===== src/rtl/pipe_stage_elastic.sv =====
// Elastic pipeline stage: DEPTH-entry circular buffer with valid/ready on both sides.
// in_ready is derived from local occupancy only, so there is no combinational path
// from out_ready to in_ready. A full stage therefore never passes an entry through.
module pipe_stage_elastic #(
    parameter int unsigned DATA_W = 64,
    parameter int unsigned DEPTH  = 2,
    parameter int unsigned CNT_W  = $clog2(DEPTH + 1)
) (
    input  logic              clk,
    input  logic              arst_n,
    input  logic              en,
    input  logic              flush,
    input  logic              in_valid,
    output logic              in_ready,
    input  logic [DATA_W-1:0] in_data,
    output logic              out_valid,
    input  logic              out_ready,
    output logic [DATA_W-1:0] out_data,
    output logic [CNT_W-1:0]  count
);

    localparam int unsigned      PTR_W    = (DEPTH > 1) ? $clog2(DEPTH) : 1;
    localparam logic [PTR_W-1:0] LAST_PTR = PTR_W'(DEPTH - 1);
    localparam logic [CNT_W-1:0] FULL_CNT = CNT_W'(DEPTH);

    logic [DATA_W-1:0] mem_q [DEPTH];
    logic [PTR_W-1:0]  wr_ptr_q, wr_ptr_d;
    logic [PTR_W-1:0]  rd_ptr_q, rd_ptr_d;
    logic [CNT_W-1:0]  count_q, count_d;
    logic              push, pop, do_flush;

    // Handshake decode and head presentation.
    always_comb begin
        do_flush  = en & flush;
        in_ready  = en & ~flush & (count_q < FULL_CNT);
        out_valid = en & (count_q != '0);
        push      = in_valid & in_ready;
        pop       = out_valid & out_ready & ~flush;
        out_data  = mem_q[rd_ptr_q];
        count     = count_q;
    end

    // Next-state for pointers and occupancy; flush wins over push/pop.
    always_comb begin
        wr_ptr_d = wr_ptr_q;
        rd_ptr_d = rd_ptr_q;
        count_d  = count_q;
        if (do_flush) begin
            wr_ptr_d = '0;
            rd_ptr_d = '0;
            count_d  = '0;
        end else begin
            // Explicit wrap so non-power-of-two depths work.
            if (push) begin
                wr_ptr_d = (wr_ptr_q == LAST_PTR) ? '0 : wr_ptr_q + PTR_W'(1);
            end
            if (pop) begin
                rd_ptr_d = (rd_ptr_q == LAST_PTR) ? '0 : rd_ptr_q + PTR_W'(1);
            end
            case ({push, pop})
                2'b10:   count_d = count_q + CNT_W'(1);
                2'b01:   count_d = count_q - CNT_W'(1);
                default: count_d = count_q;
            endcase
        end
    end

    // Control state register; reset empties the stage immediately.
    always_ff @(posedge clk or negedge arst_n) begin
        if (!arst_n) begin
            wr_ptr_q <= '0;
            rd_ptr_q <= '0;
            count_q  <= '0;
        end else begin
            wr_ptr_q <= wr_ptr_d;
            rd_ptr_q <= rd_ptr_d;
            count_q  <= count_d;
        end
    end

    // Payload array is not reset; stale contents are masked by out_valid.
    always_ff @(posedge clk) begin
        if (push) begin
            mem_q[wr_ptr_q] <= in_data;
        end
    end

endmodule


===== config.mk =====
export PLATFORM = sky130hd
export DESIGN_NAME = pipe_stage_elastic
export DESIGN_NICKNAME = d
export VERILOG_FILES = /design/src/rtl/pipe_stage_elastic.sv
export SDC_FILE = /design/constraint.sdc
export NUM_CORES = 1
export LEC_CHECK = 0
export ABC_AREA = 1
export BUFFER_PORTS_ARGS = -buffer_cell sky130_fd_sc_hd__clkbuf_2
export CORE_ASPECT_RATIO = 2
export CORE_MARGIN = 3
export CORE_UTILIZATION = 56
export DETAILED_ROUTE_END_ITERATION = 16
export HOLD_SLACK_MARGIN = 0.02
export PLACE_DENSITY = 0.95
export SYNTH_ARGS = -nofsm -noshare
export SYNTH_HDL_FRONTEND = slang
export SYNTH_SLANG_ARGS = --single-unit

===== constraint.sdc =====
create_clock -name clk -period 8.85 [get_ports clk]
set_input_delay 1.3275 -clock clk [delete_from_list [all_inputs] [get_ports clk]]
set_output_delay 1.3275 -clock clk [all_outputs]
set_load 0.1 [all_outputs]

# --- Word level (Yosys, flattened, before mapping) ---
# Memories as Yosys holds them, arrays and structs flattened.
# Index checks and enable logic that the tools add are counted.
classes:
  add_sub_neg: 4
  n_lt_le_gt_ge: 1
  eq_ne: 2
  n_mux: 10
  bitwise_logic: 8
  reduce_logical: 4
op_table:
  columns: ["op", "count"]
  rows:
  - ["1-bit two-way mux", 8]
  - ["1-bit AND", 7]
  - ["2-bit nonzero test", 3]
  - ["2-bit one-hot mux with 2 select lines", 1]
  - ["3-bit nonzero test", 1]
  - ["1-bit adder, second input constant", 2]
  - ["2-bit by 1-bit adder with 2-bit output, second input constant", 1]
  - ["2-bit by 1-bit == test with 1-bit output, second input constant", 1]
  - ["2-bit == test, second input constant", 1]
  - ["2-bit less-than comparator, second input constant", 1]
  - ["2-bit two-way mux", 1]
  - ["2-bit by 1-bit subtractor with 2-bit output, second input constant", 1]
  - ["1-bit inverter", 1]
word_totals:
  regBits: 4
  ram_bits: 128
  in_bits: 70
  output_inout_bits: 68
  mem_count: 1
memory_table:
  columns: ["memory", "words", "width", "rd", "rd_ports_with_merged_regs", "wr", "line_no", "rtl"]
  rows:
  - ["mem_q", 2, 64, 1, 0, 1, "26", "logic [DATA_W-1:0] mem_q [DEPTH];"]

# --- Depth between registers and ports, before layout ---
logic_depth:
  ltp_word: 7
  depth_mapped: 9
  ltp_nobuf: 9

# --- Worst setup path after synthesis ---
# OpenSTA, ideal clock, no wires.
synth_timing:
  path_type: "input to register"
  from: "input port flush"
  to: "memory mem_q[1][0] (enable)"
  setup_ns: 0.487
  t_arrival_ns: 4.253
  required_time_ns: 8.363
  setup_slack_ns: 4.110
  stages: 3
  path_buffers: 0
  path_cell_list: "inv_1 > nand4_4 > nor2_1"
synth_between:
  elab_chain_len: 6
synth_rtl:
  columns: ["item", "line_no", "rtl"]
  rows:
  - ["from (decl)", "12", "input logic flush,"]
  - ["1-bit inverter", "35", "in_ready = en & ~flush & (count_q < FULL_CNT);"]
  - ["1-bit AND (2 in series)", "35", null]
  - ["1-bit AND", "37", "push = in_valid & in_ready;"]
  - ["1-bit two-way mux", "83", "if (push) begin"]
  - ["1-bit two-way mux (not written as such)", "84", "mem_q[wr_ptr_q] <= in_data;"]
  - ["to (decl)", "26", null]
# Every way passes these cells.

# --- Worst setup path in the final report ---
layout_timing:
  from: "register rd_ptr_q"
  to: "output port out_data[54]"
layout_between:
  elab_chain_len: 1
layout_rtl:
  columns: ["item", "line_no", "rtl"]
  rows:
  - ["from (decl)", "28", "logic [PTR_W-1:0] rd_ptr_q, rd_ptr_d;"]
  - ["from (signal assigned)", "76", "rd_ptr_q <= rd_ptr_d;"]
  - ["memory 2 x 64 bit", null, null]
  - ["to (decl)", "18", "output logic [DATA_W-1:0] out_data,"]
# Every way passes these cells.

==> metrics.md <==
| Metric | Value |
|---|---|
| Final-layout fill cell count | ~510 |
| Final min period | between 3000 and 4000 ps |
| CTS tree | built |
| P_leak | between 2 and 3 nW |
| Initial cell density of the core | 58.3% |
| Largest family of logic cells by synthesized area | multiplexers |
| Number of CTS-inserted buffers | 17 |
| Setup Crit Path Kind | flip-flop to output port |
| Number of global-route vias before repair | between 3000 and 4000 |
| Arrival @ worst endpoint | between 2000 and 2500 ps |
| Post-Synth XOR/XNOR Area | 0% |
| CTS clock-pin slew for the worst setup and hold paths | 60 ps |
| Hold_sp | count[0] |
| Total power | around 0.0022 W |
| Number of nets in the layout | 467 |
| IO Port Bufs | 137 |
| Post-synthesis cell type count | 18 |
| Core area | between 0.008 and 0.009 mm^2 |
| Relative slew slack | 28.8% |
| Cts hold-fix bufs | 0 |
| Rows | 48 |
| Maximum VDD drop | between 0.0002 and 0.0003 V |
| Largest net degree at the start of global routing | 67 |
| Worst r2r path cells | 4 |
| RSZ-0062 raised after global routing | false |
| Reg2reg end | mem_q[1][47] |
| Internal reg-to-reg setup slack | around 6500 ps |
| Antenna diode count | 0 |
| TNS Setup | 0 ps |
| Congestion Overflow GR | 0 |
| CTS max path bufs | 2 |
| Worst-case hold path end point | count[0] |
| Chip height | 141 um |
| Vias | about 2700 |
| DRC Markers | 0 |
| All-Layer GR Usage | between 10% and 20% |
| CP Launch Type | flip-flop |
| YS warnings | 0 |
| Final Instance Area | roughly 0.0064 mm^2 |
| Fin. max-slew vios | 0 |
| Mapped cell area | roughly 0.0051 mm^2 |
| Clock Skews | around 7.5 ps |
| Worst slew pin tran | ~1100 ps |
| Ratio of cells with drive above 1 in the final layout | around 59% |
| Simple-gate share of the synthesized area | 2.95% |
| Compound-Gate Fraction of Synth Area | less than 1% |
| Max cap viols | 0 |
| #FFs+latches synth | between 100 and 150 |
| Initial DRC Count | roughly 120 |
| First-pass DRT Iterations | 4 |
| Setup Fix Bufs, Post-CTS | 0 |
| GPL Wtd Cong | 0.684 |
| Status | complete, no violations |
| Post-Route WL | 9530 um |
| Post-synth net total | 316 |
| Die width | 73.4 um |
| Origin of the critical flop-to-flop path | count[1] |
| Hold Crit Class | flip-flop to flip-flop |
| Syn Area/Cell | slightly above 20 um^2 |
| Mapped Cells | 246 |
| Initial antenna violation count | 0 |
| CP startpoint | rd_ptr_q |
| Max Fanout on Critical Path | 66 |
| Die Area | about 0.010 mm^2 |
| Final setup viols | 0 |
| Period utilization | between 40% and 50% |
| H-tree depth | 4 |
| Sequential element share of the synthesized area | between 70 and 80% |
| Hold Vio Cnt, Final | 0 |
| Fmax | 267 MHz |
| Root buf cell | clkbuf_16 |
| WP data required | roughly 7500 ps |
| Crit path capture type | output port |
| Post-detail-place hpwl | about 6500 um |
| Num ports | 138 |
| Pwr per Cell Area | 339 mW/mm^2 |
| Vias/cell | about 5.3 |
| Worst-Skew Late Latency | about 400 ps |
| Mux share of post-synthesis cell area | between 10% and 20% |
| First-pass GRT wire length | between 10000 and 15000 um |
| Post-CTS Resized | 0 |
| Remaining antenna violation count | 0 |
| Hold depth | 2 |
| Drt wl/cell | around 19 um |
| Syn-to-layout area delta | 26.8% |
| Post-synthesis adder-cell area fraction | 0% |
| Placed instance area | ~0.0059 mm^2 |
| Clock Sink Count | roughly 130 |
==> how the worst max path moves through the flow <==
stage / slack (ps) / endpoint
2_1_floorplan: 4110 / mem_q[1][0]
3_3_place_gp: 5420 / in_ready
3_5_place_dp: 5390 / in_ready
4_1_cts: 5110 / out_data[54]
5_1_grt: 5030 / out_data[54]
6_report: 5110 / out_data[54]
==> per-stage QoR <==
step                      hold WS, ps  instances  utilization, %  worst slack, ps
after floorplan                   536        246               -             4110
after global placement            571        478            67.3             5420
after detailed placement          613        478            67.3             5390
after CTS                         632        510            74.0             5110
after global routing              671        510            74.0             5030
final                             633        510            74.0             5110
==> state kept, by name, indices dropped and copies added, names as in the netlist <==
signal    flops
mem_q       128
wr_ptr_q      1
rd_ptr_q      1
count         2
==> cell families after synthesis <==
kind of cell	count (synthesis)
AOI/OAI and AO/OA	2
buffers and inverters	19
DFF	132
muxes	64
and+or+nand+nor	29
==> metal layers <==
metal	part of all wire, %	up-vias	global-route usage [%]
met1	32	1341	19.2
met2	59	111	35.3
met4	2.8	0	11.0
met5	0	-	0
li1	-	1248	-
met3	6.0	21	5.92
==> layout make-up <==
| class | instances | area, um^2 | share of cell area, % |
|---|---|---|---|
| flip-flops and latches | 132 | 3950 | 61.3 |
| multi-input cells | 95 | 1040 | 16.1 |
| repair buffers | 139 | 701 | 10.9 |
| clock buffers | 17 | 425 | 6.60 |
| clock inverters | 15 | 163 | 2.52 |
| well taps | 100 | 125 | 1.94 |
| inverters | 12 | 45.0 | 0.699 |
==> worst max-delay path, stage by stage (launching register included) <==
cell and delay [ps]:
dfrtp_4 1100, mux2_2 440, clkbuf_2 380
==> cells in the mapped netlist <==
| cell | n | share of area, % |
|---|---|---|
| buf_6 | 5 | 1.1 |
| inv_1 | 8 | 0.59 |
| nand2_1 | 14 | 1.0 |
| nand4_4 | 1 | 0.42 |
| nand3_1 | 6 | 0.59 |
| nor2_2 | 1 | 0.12 |
| edfxtp_1 | 128 | 76 |
| mux2_4 | 38 | 11 |
| inv_2 | 1 | 0.074 |
| dfrtp_1 | 4 | 2.0 |
| buf_2 | 2 | 0.20 |
| mux2_2 | 26 | 5.8 |
| nand2_4 | 1 | 0.22 |
| nor2_1 | 5 | 0.37 |
| clkinv_1 | 3 | 0.22 |
| o21bai_1 | 1 | 0.15 |
| nand3_2 | 1 | 0.20 |
| o21ai_0 | 1 | 0.098 |
==> placed cells by master, fill, tap and decap left out, drive strengths merged, types with 4 or more instances in the layout <==
master / n
dfrtp: 4
clkbuf: 154
nand2: 15
edfxtp: 128
nor2: 6
inv: 11
mux2: 64
clkinv: 10
nand3: 7
==> power breakdown <==
part	leakage [nW]	internal, W	total (W)	switching (W)
Sequential	1.21	0.000721	0.000778	0.0000562
Clock	0.284	0.000439	0.000681	0.000242
Combinational	1.09	0.000158	0.000725	0.000566
No activity file was read; power rests on OpenSTA's default activity.
